**config.mk**
```make
export PLATFORM = sky130hd
export DESIGN_NAME = seg7_scan_driver
export DESIGN_NICKNAME = d
export VERILOG_FILES = /design/src/rtl/seg7_pkg.sv /design/src/rtl/seg7_decode.sv /design/src/rtl/seg7_scan_driver.sv
export SDC_FILE = /design/constraint.sdc
export NUM_CORES = 1
export LEC_CHECK = 0
export ABC_AREA = 1
export CELL_PAD_IN_SITES_DETAIL_PLACEMENT = 0
export CELL_PAD_IN_SITES_GLOBAL_PLACEMENT = 1
export CORE_MARGIN = 3
export CORE_UTILIZATION = 40
export CTS_BUF_LIST = sky130_fd_sc_hd__clkbuf_16
export CTS_CLUSTER_DIAMETER = 150
export DETAILED_ROUTE_END_ITERATION = 12
export PLACE_DENSITY = 0.81
export SLEW_MARGIN = 15
export SYNTH_ARGS = -nofsm -noshare
export SYNTH_HDL_FRONTEND = slang
export SYNTH_HIERARCHICAL = 1
export SYNTH_SLANG_ARGS = --single-unit
```
**constraint.sdc**
```tcl
create_clock -name Clk -period 2 [get_ports Clk]
set_input_delay 0.4 -clock Clk [delete_from_list [all_inputs] [get_ports Clk]]
set_output_delay 0.4 -clock Clk [all_outputs]
set_load 0.01 [all_outputs]
```
**src/rtl/seg7_pkg.sv**
```systemverilog
// Shared seven-segment constants and BCD pattern lookup.
// All patterns are active-low {g,f,e,d,c,b,a} for a common-anode display.
package seg7_pkg;

  localparam logic [6:0] SEG_BLANK = 7'h7F;
  localparam logic [6:0] SEG_DASH  = 7'h3F;

  localparam logic [6:0] SEG_TABLE [10] = '{
    7'h40, 7'h79, 7'h24, 7'h30, 7'h19,
    7'h12, 7'h02, 7'h78, 7'h00, 7'h10
  };

  // Non-decimal codes 10-15 render as a dash so bad counter output is visible.
  function automatic logic [6:0] bcd_to_seg(input logic [3:0] bcd);
    logic [6:0] seg;
    if (bcd <= 4'd9) seg = SEG_TABLE[bcd];
    else             seg = SEG_DASH;
    return seg;
  endfunction

endpackage

```
**src/rtl/seg7_decode.sv**
```systemverilog
// Combinational digit decoder: one BCD code plus a blank request to segment lines.
module seg7_decode
  import seg7_pkg::*;
(
  input  logic [3:0] bcd_i,
  input  logic       blank_i,
  output logic [6:0] seg_o
);

  always_comb begin
    seg_o = blank_i ? SEG_BLANK : bcd_to_seg(bcd_i);
  end

endmodule

```
**src/rtl/seg7_scan_driver.sv**
```systemverilog
// Multiplexed seven-segment scan driver with per-frame snapshot, leading-zero
// blanking, dead time between digits and fully registered active-low outputs.
module seg7_scan_driver
  import seg7_pkg::*;
#(
  parameter int DIGITS      = 4,
  parameter int REFRESH_DIV = 1000,
  parameter int GUARD       = 2
) (
  input  logic                  Clk,
  input  logic                  Rst_n,
  input  logic [4*DIGITS-1:0]   Bcd,
  input  logic [DIGITS-1:0]     Dp_in,
  input  logic                  Blank_lz,
  output logic [6:0]            Seg,
  output logic                  Dp,
  output logic [DIGITS-1:0]     An,
  output logic                  Frame_done
);

  localparam int CNT_W  = $clog2(REFRESH_DIV);
  localparam int SLOT_W = (DIGITS > 1) ? $clog2(DIGITS) : 1;

  localparam logic [CNT_W-1:0]  CNT_LAST  = CNT_W'(REFRESH_DIV - 1);
  localparam logic [CNT_W-1:0]  CNT_GUARD = CNT_W'(GUARD);
  localparam logic [SLOT_W-1:0] SLOT_LAST = SLOT_W'(DIGITS - 1);

  if (DIGITS < 1 || DIGITS > 8) begin : g_bad_digits
    $error("seg7_scan_driver: DIGITS must be in 1..8");
  end
  if (REFRESH_DIV < 2) begin : g_bad_div
    $error("seg7_scan_driver: REFRESH_DIV must be at least 2");
  end
  if (GUARD < 0 || GUARD > REFRESH_DIV - 1) begin : g_bad_guard
    $error("seg7_scan_driver: GUARD must be in 0..REFRESH_DIV-1");
  end

  logic [CNT_W-1:0]          div_cnt_q, div_cnt_d;
  logic [SLOT_W-1:0]         slot_q, slot_d;
  logic [DIGITS-1:0][3:0]    snap_bcd_q;
  logic [DIGITS-1:0]         snap_dp_q;
  logic [6:0]                seg_q, seg_d;
  logic                      dp_q, dp_d;
  logic [DIGITS-1:0]         an_q, an_d;
  logic                      frame_done_q;

  logic                      slot_wrap;
  logic                      frame_wrap;
  logic                      zero_run;
  logic [DIGITS-1:0]         lz_blank;
  logic [3:0]                cur_digit;
  logic                      cur_blank;
  logic                      cur_dp;
  logic                      in_guard;

  always_comb begin
    slot_wrap  = (div_cnt_q == CNT_LAST);
    frame_wrap = slot_wrap && (slot_q == SLOT_LAST);
    div_cnt_d  = slot_wrap ? '0 : div_cnt_q + 1'b1;
    slot_d     = slot_q;
    if (slot_wrap) slot_d = (slot_q == SLOT_LAST) ? '0 : slot_q + 1'b1;
  end

  // A digit is a leading zero only if it and every more significant digit are 0.
  always_comb begin
    zero_run = 1'b1;
    lz_blank = '0;
    for (int i = DIGITS - 1; i >= 1; i--) begin
      zero_run    = zero_run && (snap_bcd_q[i] == 4'd0);
      lz_blank[i] = Blank_lz && zero_run;
    end
  end

  always_comb begin
    cur_digit = snap_bcd_q[slot_q];
    cur_blank = lz_blank[slot_q];
    cur_dp    = snap_dp_q[slot_q];
    in_guard  = (GUARD != 0) && (div_cnt_q < CNT_GUARD);
    dp_d      = cur_blank | ~cur_dp;
    an_d      = in_guard ? '1 : ~(DIGITS'(1) << slot_q);
  end

  seg7_decode u_decode (
    .bcd_i   (cur_digit),
    .blank_i (cur_blank),
    .seg_o   (seg_d)
  );

  always_ff @(posedge Clk or negedge Rst_n) begin
    if (!Rst_n) begin
      div_cnt_q    <= '0;
      slot_q       <= '0;
      snap_bcd_q   <= '0;
      snap_dp_q    <= '0;
      seg_q        <= SEG_BLANK;
      dp_q         <= 1'b1;
      an_q         <= '1;
      frame_done_q <= 1'b0;
    end else begin
      div_cnt_q    <= div_cnt_d;
      slot_q       <= slot_d;
      seg_q        <= seg_d;
      dp_q         <= dp_d;
      an_q         <= an_d;
      frame_done_q <= frame_wrap;
      if (frame_wrap) begin
        snap_bcd_q <= Bcd;
        snap_dp_q  <= Dp_in;
      end
    end
  end

  assign Seg        = seg_q;
  assign Dp         = dp_q;
  assign An         = an_q;
  assign Frame_done = frame_done_q;

endmodule

```
**Word level (Yosys, flattened, before mapping)**

Memories as Yosys holds them, arrays and structs flattened.
Index checks and enable logic that the tools add are counted.

- Flip-flop bits (word level): 45
- Bits in latches: 0
- Memory bits (writable): 0
- Memory bits (read-only): 112
- Bits of input ports: 23
- Output and inout port bits: 13
- Logic and storage cells: 47
- Memories: 1

Memory list:

| memory | depth | width | rd ports | clocked after memory_dff | write ports | line | source |
|---|---|---|---|---|---|---|---|
| (name not given) | 16 | 7 | 1 | 0 | 0 | seg7_pkg.sv:16 | `if (bcd <= 4'd9) seg = SEG_TABLE[bcd];` |

- Add/sub/neg operators: 2
- $mul: 0
- Divide/modulo/power cells: 0
- $lt $le $gt $ge: 4
- Equality and inequality tests: 2
- Shifts and indexed selects: 1
- Mux-type cells: 13
- Bitwise gates (word level): 4
- Reductions and logical operators: 9

Operators with widths:

| operator | count |
|---|---|
| $mux 7 | 4 |
| $logic_not 4->1 | 3 |
| $add 10x1->10 const B | 1 |
| $eq 10x10->1 const B | 1 |
| $lt 10x2->1 const B | 1 |
| $mux 10 | 1 |
| $bmux 4 s2 | 1 |
| $mux 4 | 2 |
| $logic_and 1x1->1 | 6 |
| $ge 5x5->1 const B | 1 |
| $not 4->5 | 1 |
| $bmux 1 s2 | 2 |
| $le 4x4->1 const B | 1 |
| $not 4->4 | 1 |
| $shl 1x2->4 const A | 1 |
| $lt 2x3->1 const B | 1 |
| $add 2x1->2 const B | 1 |
| $eq 2x2->1 const B | 1 |
| $mux 1 | 2 |
| $mux 2 | 1 |
| $not 1->1 | 1 |
| $or 1x1->1 | 1 |

**Longest topological paths before layout**

Gate-level depths: netlist of run 1.

- Word-level depth: 8
- Mapped depth: 11
- Mapped depth without buffers: 10

**Hierarchy**

The synthesis of run 1 kept the hierarchy.

Modules (own cells, without submodules):

| module | times used | cells each | area each (µm²) | sequential area each (µm²) |
|---|---|---|---|---|
| seg7_scan_driver | 1 | 245 | 2133.3 | 1141.1 |
| seg7_decode | 1 | 37 | 220.2 | 0.0 |

**Least setup slack after synthesis of run 1**

No wires, ideal clock.

- Path kind: flip-flop to flip-flop
- From: reg slot_q[0]
- To: reg seg_q[0] (netlist: Seg[0])
- Setup time: 0.086 ns
- Arrival: 1.771 ns
- Data required time: 1.914 ns
- Setup slack: 0.143 ns
- Cell stages (with the launch flop): 10
- Buffers on the path: 1
- Clock period less this slack: 1.857 ns
- Cell sequence: dfrtp_1 inv_1 buf_1 o21ai_0 o22ai_1 inv_1 ha_1 or2_1 nand3_1 nand3_1

- Cells in the longest elaborated chain, start to end: 8
- Elaborated cells on any way between the ends: 11
- Those cells by class: order compare: 1; mux: 8; bitwise: 1; memory: 1

Ends and longest elaborated chain:

| what | line | source |
|---|---|---|
| start: declaration | seg7_scan_driver.sv:39 | `logic [SLOT_W-1:0] slot_q, slot_d;` |
| start signal: assignment | seg7_scan_driver.sv:101 | `slot_q <= slot_d;` |
| $bmux 4 s2 (*) | seg7_scan_driver.sv:75 | `cur_digit = snap_bcd_q[slot_q];` |
| $mux 4 (not written as such) (*) | seg7_scan_driver.sv:75 |  |
| via cur_digit[1] | seg7_scan_driver.sv:51 | `logic [3:0] cur_digit;` |
| $not 4->5 (not written as such) | seg7_pkg.sv:16 |  |
| $mem_v2 16x7 | - |  |
| $mux 7 (not written as such) (2 in a row) | seg7_pkg.sv:16 |  |
| $mux 7 (*) | seg7_pkg.sv:16 |  |
| $mux 7 (*) | seg7_decode.sv:11 | `seg_o = blank_i ? SEG_BLANK : bcd_to_seg(bcd_i);` |
| via seg_d[0] | seg7_scan_driver.sv:42 | `logic [6:0] seg_q, seg_d;` |
| end signal: assignment | seg7_scan_driver.sv:102 | `seg_q <= seg_d;` |
| end: declaration | seg7_scan_driver.sv:42 |  |

The timed path passes the listed nets; every way through them passes the cells marked *. The select of a mux whose other input is x is not followed.
A chain may end at the register's enable or synchronous reset.

**Worst setup path in the final report of run 1**

- From: reg slot_q[0]
- To: reg seg_q[4] (netlist: Seg[4])

The elaborated chain is that of the path after synthesis.

==> results of run 1 <==
==> power breakdown <==
group	switching, mW	internal [mW]
clock network	0.333	0.584
registers	0	0.912
logic	0.0238	0.0387
total	0.357	1.53
==> logic make-up (layout without fill, tap and decap cells) <==
kind of cell	count (synthesis)	after routing
buffers and inverters	38	80
XOR/XNOR	2	2
AND/OR/NAND/NOR	162	162
flip-flops	45	45
AO/OA/AOI/OAI	25	25
adder cells (fa/ha/maj)	10	10
==> through the flow <==
| stage | power [mW] | instances | util (%) |
|---|---|---|---|
| after floorplan | 0.928 | 282 | - |
| after global placement | 0.991 | 388 | 49.3 |
| after detailed placement | 0.991 | 388 | 49.3 |
| after CTS | 1.92 | 396 | 52.3 |
| after global routing | 1.96 | 396 | 52.5 |
| final | 1.89 | 396 | 52.5 |
==> per-layer routing <==
layer	vias up	GRT usage, %	wire [um]
met5	-	0	0
met4	0	5.23	59
met3	6	4.12	243
met2	47	27.5	2510
li1	996	-	-
met1	915	21.2	2450
==> cell type report <==
| cell class | count | area share (%) |
|---|---|---|
| clock buffers | 5 | 4.25 |
| clock inverters | 3 | 1.40 |
| inverters | 28 | 3.57 |
| multi-input cells | 199 | 34.9 |
| flip-flops and latches | 45 | 38.8 |
| well taps | 72 | 3.06 |
| repair buffers | 44 | 14.0 |
==> layout by cell type, fill, tap and decap left out, types with 2 or more instances in the layout <==
| cell type | n |
|---|---|
| inv_2 | 3 |
| o21ai_0 | 13 |
| clkbuf_16 | 5 |
| nor2_2 | 3 |
| nor2_1 | 34 |
| nand3_1 | 20 |
| clkinv_1 | 2 |
| ha_1 | 10 |
| nand2_1 | 73 |
| nand2_2 | 5 |
| o22ai_2 | 2 |
| xor2_1 | 2 |
| dfstp_2 | 12 |
| a21oi_1 | 8 |
| inv_1 | 24 |
| clkdlybuf4s50_1 | 34 |
| o22ai_1 | 2 |
| dfrtp_1 | 33 |
| buf_4 | 9 |
| nand4_1 | 21 |
==> final timing paths <==
kind	end
worst max register to register	Seg[4]
max in group asynchronous	Seg[1]
worst max-delay path	Seg[4]
worst min-delay path	Frame_done
worst min register to register	snap_dp_q[2]
min in group Clk	snap_dp_q[2]
==> repair_timing <==
| action | 4_1_cts | 5_1_grt |
|---|---|---|
| hold endpoints to repair | 0 | 0 |
| setup endpoints to repair | 0 | 3 |
| gates resized for setup | 0 | 2 |
==> registers in the layout (all words and copies together) (netlist names) <==
signal      count
snap_dp_q       4
Frame_done      1
div_cnt_q      10
snap_bcd_q     16
An              4
Seg             7
slot_q          2
Dp              1
==> worst max-delay path, stage by stage, from the launching register on <==
cell,delay (ns)
dfrtp_1,0.40
inv_1,0.14
buf_4,0.19
o21ai_0,0.16
a21oi_1,0.06
a21oi_1,0.31
inv_1,0.18
nand2_1,0.09
nand2_1,0.05
nand2_1,0.06
inv_1,0.04
nand3_1,0.05
==> results.md, run 1 <==
- Status: finished clean
- Post-synth EDFFs: 0
- Setup Skew: 0.00530 ns
- Reg area: 0.00114 mm^2
- First-pass GRT wire length: around 8500 um
- CP Launch Point: slot_q[0]
- Port buffer count: 35
- Worst Tran Pin Value: roughly 0.64 ns
- Initial antenna violation count: 0
- Adder-Cell Fraction of Synth Area: 5.32%
- R2R setup slack: approximately 0.21 ns
- Cell taking the most area after synthesis: dfrtp_1
- Largest family of logic cells by synthesized area: simple AND/OR/NAND/NOR gates
- Iter 0 DRT Violations: 76
- Min Clock Period, post-route: 1.79 ns
- Post-synth net total: ~320
- Leakage: 1.40 nW
- DP HPWL: 3820 um
- Xor/xnor share of the synthesized area: 0.744%
- Synth top area share: 35.1%
- Clock transition at the registers of the reported paths: approximately 0.06 ns
- Vias per inst: 4.96
- Drt pass-1 iters: 4
- Mux contribution to synthesized area: 0%
- CTS root buffer: clkbuf_16
- Remaining DRCs: 0
- #FFs+latches synth: 45
- Multi-input logic area: 0.00103 mm^2
- CTS Sinks: 45
- ANT cells: 0
- H-tree depth: 2
- Clock Path Buffers: 2
- Final #Nets: 356
- Via count: 1964
- CP arrival: 2.01 ns
- Skew-Pair Late Insertion Delay: about 0.28 ns
- Dpl cell area: 0.00276 mm^2
- CTS tree: built
- Die Y: about 83 um
- Mean Syn Cell Area: 8.35 um^2
- Number of I/O pins: 36
- Crit path kind: flip-flop to flip-flop
- Grt total ovfl: 0
- Mapped Area: 0.00235 mm^2
- Ratio of cells with drive above 1 in the final layout: 14.2%
- Final WS setup: about 0.21 ns
- Initial Utilization: 42.0%
- Rel. slew slack: 57.6%
- Cell depth of the worst flop-to-flop path: 11
- Die footprint: 0.00684 mm^2
- Hold_ws: 0.134 ns
- # rows: 27
- Unique masters post-synth: 27
- Worst EP required: 2.22 ns
- Post-Syn Instances: 282
- Routed Antenna Nets: 0
- Largest net degree at the start of global routing: 29
- Total core area: 0.00561 mm^2
- Drt total wl: 5260 um
- Post-synthesis sequential area ratio: 48.5%
- Worst setup EP type: flip-flop
- Fmax: 559 MHz
- Compound-Gate Fraction of Synth Area: 5.53%
- Count leader, synth: nand2_1
- Critical Path Fanout Max: 9
- Setup TNS: 0 ns
- Synth Area in Simple Gates: 31.5%
- Max Transition Viols Final: 0
- Hold Buf Count CTS: 0
- Gpl congestion: 0.842
- Worst hold-check path type: primary input to async pin
- Post-CTS Setup Bufs: 0
- Tcrit/Tclk final: 89.4%
- Most frequent cells after synthesis: 73 x nand2_1, 34 x nor2_1, 33 x dfrtp_1, 24 x inv_1, 21 x nand4_1
- MaxCap Viol Count: 0
- Worst slack at placement: 0.156 ns
- Final Cell Area: 0.00294 mm^2
- Pwr per Cell Area: 643 mW/mm^2
- VDD IR max: 0.000448 V
- Total CTS buffers: 5
- Synth-to-Final Area Change: 25.0%
- Synth Flop Type: dfrtp_1
- Worst Setup Start Kind: flip-flop
- Fillers: between 500 and 600
- Die X: 82.7 um
- Synth Warn #: 6
- Routed WL per cell: 13.3 um
- RSZ-0062 raised after global routing: false
- Vias in the first global route: 1787
- Global Route Usage Sum: 16.6%
- Asr flop ratio synth: 100%
- Final setup fails: 0
- Final Hold Viols: 0
- Largest cells by area after synthesis: dfrtp_1 35%, dfstp_2 13%, nand2_1 12%
- RR Startpoint: slot_q[0]
(Power assumes the default switching activity.)
==> run 2, diff against run 1 <==
--- a/constraint.sdc
+++ b/constraint.sdc
@@ -3,2 +3,2 @@
 set_output_delay 0.4 -clock Clk [all_outputs]
-set_load 0.01 [all_outputs]
+set_load 0.05 [all_outputs]
==> run 2 against run 1 <==
  * Final area fell by 0.17%
  * Sequential share of layout area rose by 0.066 points
  * Die area did not move
  * First-iteration DRC count fell by 13%
  * Worst setup slack got worse by 0.047 ns
==> results.md, run 2 (same netlist as run 1, synthesis figures left out) <==
- Pwr per Cell Area: 694 mW/mm^2 (+8.0%)
- Placed insts: 388 (unchanged)
- Status: finished clean
- MaxCap Viol Count: 0 (unchanged)
- Largest register FFs: 16 (unchanged)
- Leakage: 1.42 nW (+1.4%)
- CTS root buffer: clkbuf_16
- Iter 0 DRT Violations: 66 (-13%)
- Switching part of the total: 18.1% (-0.76 points)
- Final #Nets: 356 (unchanged)
- Drt total wl: 5160 um (-1.9%)
- Vias in the first global route: 1824 (+2.1%)
- Port buffer count: 35 (unchanged)
- Worst slack at placement: 0.169 ns (+0.0128 ns)
- ANT cells: 0 (unchanged)
- Via count: 1931 (-1.7%)
- Worst Setup Start Kind: flip-flop
- Worst Tran Pin Value: 0.606 ns (-0.0292 ns)
- Post-Layout Cell Count: 396 (unchanged)
- Vias per inst: 4.88 (-1.7%)
- Psw: 369 uW (+3.5%)
- R2R setup slack: 0.16 ns (-0.05 ns)
- Tcrit/Tclk final: 91.8% (+2.4 points)
- Min Clock Period, post-route: 1.84 ns (+0.0472 ns)
- Die Y: 82.7 um (unchanged)
- Skew-Pair Late Insertion Delay: 0.28 ns (about the same)
- Routed WL per cell: 13.0 um (-1.9%)
- Rel. slew slack: 59.6% (+1.9 points)
- Initial antenna violation count: 0 (unchanged)
- Drt pass-1 iters: 4 (unchanged)
- Reg power frac: 44.7% (-3.5 points)
- Die X: 82.7 um (unchanged)
- Grt total ovfl: 0 (unchanged)
- Hold Buf Count CTS: 0 (unchanged)
- Largest net degree at the start of global routing: 29 (unchanged)
- Multi-input logic area: 0.00102 mm^2 (-0.61%)
- Worst setup EP type: flip-flop
- Die footprint: 0.00684 mm^2 (unchanged)
- RSZ-0062 raised after global routing: false
- Worst hold-check path type: primary input to async pin
- Fmax: 545 MHz (-2.6%)
- CP arrival: 2.04 ns (+0.03 ns)
- Number of I/O pins: 36 (unchanged)
- Worst EP required: 2.20 ns (-0.02 ns)
- Setup TNS: 0 ns (unchanged)
- Total CTS buffers: 5 (unchanged)
- CTS Sinks: 45 (unchanged)
- Clock transition at the registers of the reported paths: 0.07 ns (about the same)
- Crit path kind: flip-flop to flip-flop
- Pint: 1.67 mW (+8.8%)
- Max Transition Viols Final: 0 (unchanged)
- Ratio of cells with drive above 1 in the final layout: 18.2% (+4.0 points)
- DP HPWL: 3850 um (+0.91%)
- CTS tree: built
- # rows: 27 (unchanged)
- Post-CTS Setup Bufs: 0 (unchanged)
- Routed Antenna Nets: 0 (unchanged)
- Clock network fraction of total power: 52.3% (+3.8 points)
- Initial Utilization: 42.0% (unchanged)
- Gpl congestion: 0.844 (+0.15%)
- Reg area: 0.00114 mm^2 (unchanged)
- First-pass GRT wire length: 8570 um (+0.65%)
- Clock Path Buffers: 2 (unchanged)
- H-tree depth: 2 (unchanged)
- VDD IR max: 0.000372 V (-17%)
- Biggest register: snap_bcd_q
- Commonest non-fill, non-tap cell in the layout: nand2_1
- Hold_ws: 0.124 ns (-0.00984 ns)
- Setup Skew: 0.00597 ns (+0.000662 ns)
- Total power: 2.04 mW (+7.8%)
- Critical Path Fanout Max: 10 (+1)
- Final Hold Viols: 0 (unchanged)
- Total core area: 0.00561 mm^2 (unchanged)
- Remaining DRCs: 0 (unchanged)
- Synth-to-Final Area Change: 24.8%
- Comb power frac: 3.1% (-0.2 points)
- Post-cts resize count: 0 (unchanged)
- Final WS setup: 0.164 ns (-0.0472 ns)
- Fillers: 537 (-1.8%)
- Final setup fails: 0 (unchanged)
- Most frequent cells in the layout: 73 x nand2_1, 34 x nor2_1, 33 x dfrtp_1
- Global Route Usage Sum: 16.3% (-0.26 points)
[run 2: changes by cell type in the layout (fill, tap and decap cells not counted), sizes merged]
cell / previous run / this run
inv: 27 / 28
clkdlybuf4s50: 34 / 22
buf: 10 / 22
clkinv: 2 / 0
bufinv: 1 / 2
[run 2: worst paths after layout]
check / start / endpoint / cells past startpoint
setup reg to reg: slot_q[1] / Seg[0] / 8
max in group asynchronous: Rst_n / Seg[0] / 2
setup / recovery: slot_q[1] / Seg[0] / 8
hold reg to reg: snap_bcd_q[7] / snap_bcd_q[7] / 2
hold / removal: Rst_n / Frame_done / 1
min in group Clk: snap_bcd_q[7] / snap_bcd_q[7] / 2
[run 2: stage by stage]
| step | util [%] | cell area, um^2 |
|---|---|---|
| floorplan | - | 2350 |
| global placement | 48.8 | 2730 |
| detailed placement | 48.8 | 2730 |
| CTS | 52.2 | 2930 |
| global route | 52.4 | 2940 |
| finish | 52.4 | 2940 |
[run 2: area by class of cell]
| type | instances | share of cell area (%) |
|---|---|---|
| Sequential cell | 45 | 38.8 |
| Multi-Input combinational cell | 199 | 34.8 |
| Timing Repair Buffer | 44 | 13.0 |
| Clock buffer | 5 | 4.26 |
| Inverter | 28 | 3.71 |
| Tap cell | 72 | 3.07 |
| Clock inverter | 3 | 2.34 |
[run 2: worst max-delay path, stage by stage, from the launching register on]
cell        delay (ns)
dfrtp_1           0.48
clkinvlp_4        0.20
o21ai_0           0.11
o22ai_1           0.22
inv_1             0.14
ha_1              0.22
or2_1             0.24
nand3_1           0.07
nand3_1           0.07
[run 2: power by group through the flow]
stage / clock, mW / sequential, mW / combinational (mW)
3_3_place_gp: 0 / 0.927 / 0.0632
3_5_place_dp: 0 / 0.927 / 0.0643
4_1_cts: 1.08 / 0.911 / 0.0647
5_1_grt: 1.12 / 0.911 / 0.0689
6_report: 1.07 / 0.911 / 0.0624
[run 2: layer usage]
layer  up-vias  share of wire (%)  track usage [%]
met2        40                 47             27.2
met5         -                  0                0
met3         4                5.3             3.47
li1        997                  -                -
met4         0               0.89             3.92
met1       890                 47             21.6
==> run 3, diff against run 2 <==
CAP_MARGIN = 40   (was unset)
GPL_ROUTABILITY_DRIVEN = 0   (was unset)
==> results of run 3 <==
The final DEF is identical to that of run 2; final timing and power are the same.
